`src/rtl/moore_stream_ctrl.sv`:
```
// moore_stream_ctrl: serializes a valid/ready word stream MSB-first into a Moore detector and counts its hits per frame.
// Define MSTRM_FIRST_HIT_EN to add first_hit_vld/first_hit_pos (bit index of the first counted hit).
module moore_stream_ctrl #(
    parameter int WORD_W = 8,
    parameter int CNT_W  = 8,
    parameter int POS_W  = 16
) (
    input  logic              clk,
    input  logic              rst,
    input  logic              word_valid,
    input  logic [WORD_W-1:0] word_data,
    input  logic              word_last,
    output logic              word_ready,
    output logic              det_in,
    output logic              det_rst,
    input  logic              det_out,
    output logic [CNT_W-1:0]  match_count,
    output logic              frame_done,
    output logic              frame_err,
    output logic              busy
`ifdef MSTRM_FIRST_HIT_EN
    ,
    output logic              first_hit_vld,
    output logic [POS_W-1:0]  first_hit_pos
`endif
);
    localparam int BW = $clog2(WORD_W);
    localparam logic [1:0] IDLE = 2'd0, SHIFT = 2'd1, DRAIN = 2'd2, DONE = 2'd3;

    if (WORD_W < 2 || CNT_W < 1 || POS_W < 1) begin : g_param_chk
        $error("moore_stream_ctrl: invalid parameters");
    end

    logic [1:0]        state;
    logic [WORD_W-1:0] sreg;
    logic [BW-1:0]     bit_cnt;
    logic              last_q, smp, accept, hit;

    assign word_ready = (state == IDLE) || (state == SHIFT && bit_cnt == '0 && !last_q);
    assign accept     = word_valid && word_ready;
    // smp delays the SHIFT flag by one cycle to match the detector's output latency
    assign hit        = smp && det_out && (match_count != '1);

    always_ff @(posedge clk or posedge rst) begin
        if (rst) begin
            state       <= IDLE;
            sreg        <= '0;
            bit_cnt     <= '0;
            last_q      <= 1'b0;
            smp         <= 1'b0;
            det_in      <= 1'b0;
            det_rst     <= 1'b1;
            match_count <= '0;
            frame_done  <= 1'b0;
            frame_err   <= 1'b0;
            busy        <= 1'b0;
        end else begin
            smp        <= (state == SHIFT);
            frame_done <= 1'b0;
            if (hit) match_count <= match_count + 1'b1;
            if (accept) begin
                sreg    <= {word_data[WORD_W-2:0], 1'b0};
                det_in  <= word_data[WORD_W-1];
                bit_cnt <= BW'(WORD_W - 1);
                last_q  <= word_last;
            end
            case (state)
                IDLE: if (accept) begin
                    state       <= SHIFT;
                    det_rst     <= 1'b0;
                    busy        <= 1'b1;
                    match_count <= '0;
                    frame_err   <= 1'b0;
                end
                SHIFT: if (bit_cnt != '0) begin
                    sreg    <= {sreg[WORD_W-2:0], 1'b0};
                    det_in  <= sreg[WORD_W-1];
                    bit_cnt <= bit_cnt - 1'b1;
                end else if (!accept) begin
                    state     <= DRAIN;
                    det_in    <= 1'b0;
                    frame_err <= !last_q;
                end
                DRAIN: begin
                    state      <= DONE;
                    frame_done <= 1'b1;
                end
                DONE: begin
                    state   <= IDLE;
                    det_rst <= 1'b1;
                    busy    <= 1'b0;
                end
            endcase
        end
    end

`ifdef MSTRM_FIRST_HIT_EN
    logic [POS_W-1:0] pos_cnt;

    // pos_cnt is one ahead of the bit whose result is being sampled
    always_ff @(posedge clk or posedge rst) begin
        if (rst) begin
            pos_cnt       <= '0;
            first_hit_vld <= 1'b0;
            first_hit_pos <= '0;
        end else begin
            if (state == SHIFT) pos_cnt <= pos_cnt + 1'b1;
            if (smp && det_out && !first_hit_vld) begin
                first_hit_vld <= 1'b1;
                first_hit_pos <= pos_cnt - 1'b1;
            end
            if (state == IDLE && accept) begin
                pos_cnt       <= '0;
                first_hit_vld <= 1'b0;
                first_hit_pos <= '0;
            end
        end
    end
`endif
endmodule

```
`config.mk`:
```
export PLATFORM = sky130hd
export DESIGN_NAME = moore_stream_ctrl
export DESIGN_NICKNAME = d
export VERILOG_FILES = /design/src/rtl/moore_stream_ctrl.sv
export SDC_FILE = /design/constraint.sdc
export NUM_CORES = 1
export LEC_CHECK = 0
export BUFFER_PORTS_ARGS = -buffer_cell sky130_fd_sc_hd__buf_2
export CORE_MARGIN = 1
export CORE_UTILIZATION = 35
export CTS_CLUSTER_SIZE = 10
export DETAILED_ROUTE_END_ITERATION = 16
export PLACE_DENSITY_LB_ADDON = 0.3
export SLEW_MARGIN = 20
export SYNTH_ARGS = -nofsm -noshare
export SYNTH_HDL_FRONTEND = slang
export SYNTH_SLANG_ARGS = --single-unit
```
`constraint.sdc`:
```
create_clock -name clk -period 2.2 [get_ports clk]
set_input_delay 0.44 -clock clk [delete_from_list [all_inputs] [get_ports clk]]
set_output_delay 0.44 -clock clk [all_outputs]
set_load 0.03 [all_outputs]
```
# Word level (Yosys, flattened, before mapping)
# Cells that the tools add are included.
[op_classes] add_sub_neg=2 n_eq_ne=7 muxes=25 n_reduce_logical=15
[ops] op="$mux W8" n=6
[ops] op="$mux W1" n=9
[ops] op="$mux W3" n=3
[ops] op="$add A8 B1 Y8 const B" n=1
[ops] op="$ne A8 B8 Y1 const B" n=1
[ops] op="$pmux W2 S4" n=1
[ops] op="$mux W2" n=3
[ops] op="$ne A2 B2 Y1 const B" n=3
[ops] op="$pmux W1 S2" n=3
[ops] op="$logic_and A1 B1 Y1" n=5
[ops] op="$eq A2 B2 Y1 const B" n=2
[ops] op="$reduce_and A4 Y1" n=1
[ops] op="$reduce_bool A2 Y1" n=2
[ops] op="$logic_not A3 Y1" n=1
[ops] op="$reduce_and A3 Y1" n=1
[ops] op="$reduce_bool A3 Y1" n=1
[ops] op="$sub A3 B1 Y3 const B" n=1
[ops] op="$eq A2 B1 Y1 const B" n=1
[ops] op="$logic_not A2 Y1" n=1
[ops] op="$reduce_and A2 Y1" n=1
[ops] op="$logic_not A1 Y1" n=1
[ops] op="$logic_or A1 B1 Y1" n=1
[word_totals] regBits=28 inputBits=13

# Depth between registers and ports, before layout
[logic_depth] ltp_word=9 mapped_depth=7 ltp_nobuf=6

# Worst setup path before layout
# No wires, ideal clock.
[synth_path] path_type="register to output" from="register state[1]" to="output word_ready" arrival_ps=1192 t_required_ps=1760 setup_slack_ps=568 stages_incl_launch_ff=5 cell_sequence="dfrtp_1 -> inv_1 -> ha_1 -> and4bb_1 -> or2_2"
[synth_between] elab_chain_cells=4
[synth_lines] element="start: declaration" line="34" source="logic [1:0] state;"
[synth_lines] element="start signal: assignment" line="46" source="state <= IDLE;"
[synth_lines] element="start signal: assignment" line="69" source="state <= SHIFT;"
[synth_lines] element="start signal: assignment" line="80" source="state <= DRAIN;"
[synth_lines] element="$eq A2 B1 Y1" line="39" source="assign word_ready = (state == IDLE) || (state == SHIFT && bit_cnt == '0 && !last_q);"
[synth_lines] element="$logic_and A1 B1 Y1 (2 in series)" line="39"
[synth_lines] element="$logic_or A1 B1 Y1 (*)" line="39"
[synth_lines] element="end: declaration" line="13" source="output logic word_ready,"
# Mark *: on every way between the ends. The rest lies on a longest branch, timed or not.

# Worst setup path in the final report
# Ends and elaborated chain as after synthesis.

==> qor.csv <==
stage;metric;value;unit
cells_and_area;Layout area overhead;16.1;%
floorplanning;Core Area;4090;um2
cells_and_area;most frequent cells in the layout;dfrtp_1 (27), buf_2 (26), nor2_1 (10);
place;DP Cell Count;214;
synthesis;sequential area share after synthesis;46.3;%
place;post-place setup slack;0.409;ns
setup_path;CP max FO;4;
grt;All-Layer GR Usage;15.2;%
drt;Detail Route met2 WL;1.41;mm
synthesis;Post-Syn Area per Cell;10.7;um2
clock_tree;cts repair resizes;0;
setup_path;CP Data Arrival Time;1.64;ns
floorplanning;Site Rows;23;
cells_and_area;multi-input logic area;737;um2
drt;vias;1129;
timing;min cycle time layout;2.08;ns
worst_hold_path;worst hold path type;input pin to asynchronous set/reset pin;
cells_and_area;sequential cell area;702;um2
timing;RSZ-0062 raised after global routing;false;
setup_path;type of origin of the critical path;flip-flop;
setup_path;Worst R2R End;last_q;
setup_path;worst path required time;1.76;ns
grt;initial antenna violation count;0;
drt;top routing layer in use;met4;
drt;DRT iter0 DRCs;41;
clock_tree;clk buf depth;2;
setup_path;critical path endpoint category;primary output;
cells_and_area;fin nets;190;
place;Placer Congestion;0.779;
drt;WL met3;85;um
drt;vias per cell;5.18;
timing;# setup viols final;0;
clock_tree;Worst-Skew Late Latency;0.28;ns
synthesis;syn nets;162;
timing;hold_ws;0.202;ns
clock_tree;Clock Sinks;28;
outcome;outcome;completed;
clock_tree;CTS tree;yes;
synthesis;synthesized cell area;1520;um2
power_and_ir_drop;PD cells;1290;nW/um2
clock_tree;CTS root buf;clkbuf_8;
timing;worst-margin pin slew;0.479;ns
drt;final wirelength;2.96;mm
synthesis;Yosys cell types;45;
clock_tree;Setup Buffers After CTS;0;
cells_and_area;layout cells sized above 1;28.0;%
setup_path;Reg-to-Reg Start;state[1];
grt;GRT overflow;0;
synthesis;flops & latches, synth;28;
floorplanning;IO Count;27;
drt;met1 WL;1.39;mm
clock_tree;CTS buffer count;3;
floorplanning;Die Area;4600;um2
place;hpwl dp;2.17;mm
floorplanning;Die Y;67.8;um
cells_and_area;most common cell after layout, fill and taps aside;dfrtp_1;
setup_path;Reg2Reg Setup Slack;0.40;ns
setup_path;critical path type;flip-flop to primary output;
cells_and_area;ANT cells;0;
synthesis;YS warnings;0;
clock_tree;CTS Hold Buffers Added;0;
drt;drt first pass iters;4;
timing;worst setup margin;0.122;ns
floorplanning;initial core utilization;37.1;%
drt;antenna-violating nets left;0;
timing;Final Skew;0.00298;ns
synthesis;Synth Instances;141;
setup_path;Register-to-Register Path Depth;5;
timing;slew margin rel.;68.1;%
timing;Fin. Hold Viols;0;
drt;Routed WL per cell;13.6;um
timing;Fmax achieved;481;MHz
grt;largest net degree at the start of global routing;29;
cells_and_area;# fillers;410;
clock_tree;Worst-path clk slew;0.09;ns
grt;first-pass GRT wire length;5.13;mm
power_and_ir_drop;peak supply drop;0.499;mV
cells_and_area;post-layout util;43.0;%
grt;vias in the first global route;1143;
timing;Final Cycle Share;94.5;%
clock_tree;H-tree depth;1;
place;number of I/O port buffers;26;
timing;max-slew violations;0;
power_and_ir_drop;Static Leak;0.882;nW
drt;DRC violations left;0;
flow_run;max cap viols;0;
timing;Setup TNS;0;ns
floorplanning;Die W;67.8;um
cells_and_area;fin cells;218;
## synthesized netlist by cell type (all sizes together)
cell     count  area [um2]
dfrtp       27         676
and3        12        85.1
nor2        10        37.5
inv          9        33.8
ha           8         100
a21oi        7        35.0
a221o        7        70.1
nand2        7        26.3
buf          5        37.5
o21ai        5        28.8
nor3         4        31.3
a31oi        3        18.8
and2         3        20.0
mux2         3        37.5
mux2i        3        30.0
nand3        3        15.0
a22oi        2        15.0
nand2b       2        12.5
xnor2        2        17.5
a2111oi      1        27.5
a211oi       1        7.51
a21o         1        7.51
a22o         1        8.76
a311oi       1        8.76
and2b        1        7.51
and4         1        8.76
and4bb       1        12.5
clkbuf       1        5.00
dfstp        1        26.3
nand4        1        6.26
nor2b        1        6.26
o21a         1        7.51
o21bai       1        7.51
o221ai       1        8.76
o41ai        1        8.76
or2          1        6.26
or4          1        7.51
xor2         1        8.76
## cell families after synthesis
kind of cell               Yosys count  share of synthesized area, %
and+or+nand+nor                     48                          18.7
AOI/OAI and AO/OA                   33                          17.2
DFF                                 28                          46.3
buffers and inverters               15                          5.04
adders and majority gates            8                          6.61
muxes                                6                          4.46
xor gates and xnor gates             3                          1.73
## how the worst max path moves through the flow
| stage | from | to | slack [ns] | cells past startpoint |
|---|---|---|---|---|
| floorplan | state[1] | word_ready | 0.57 | 4 |
| global placement | state[1] | word_ready | 0.46 | 5 |
| detailed placement | state[1] | last_q | 0.41 | 5 |
| CTS | state[1] | word_ready | 0.10 | 5 |
| global route | state[1] | word_ready | 0.01 | 5 |
| finish | state[1] | word_ready | 0.12 | 5 |
## layout make-up
class / count / area share, %
clock buffers: 3 / 2.35
clock inverters: 1 / 1.71
inverters: 9 / 1.92
multi-input cells: 98 / 41.9
flip-flops and latches: 28 / 39.9
well taps: 50 / 3.56
repair buffers: 29 / 8.68
## power by group
group          total, mW  leakage, nW  switching [mW]  internal [mW]
logic               1.03        0.493           0.587          0.440
registers          0.834        0.353           0.127          0.707
clock network      0.407       0.0357           0.163          0.244
## stage by stage
step                      instance area, um2  total power, mW
after floorplan                         1520             1.66
after global placement                  1690             1.83
after detailed placement                1690             1.88
after CTS                               1760             2.30
after global routing                    1760             2.45
final                                   1760             2.27
## critical path, stage by stage, from the launching register on
cell and delay [ns]:
dfrtp_1 0.40, inv_1 0.09, ha_1 0.20, and4bb_1 0.22, or2_2 0.27, buf_2 0.18
## layer usage
metal,GRT usage [%],vias to the layer above
li1,-,562
met1,18.7,541
met2,25.4,21
met3,2.53,5
met4,7.81,0
met5,0,-
## flip-flops by register name, indices dropped and copies added, names as in the netlist
signal       flops
state            2
frame_err        1
bit_cnt          3
last_q           1
sreg             8
det_in           1
busy             1
match_count      8
smp              1
det_rst          1
frame_done       1
Note: power is estimated with default switching activity, not from simulation.
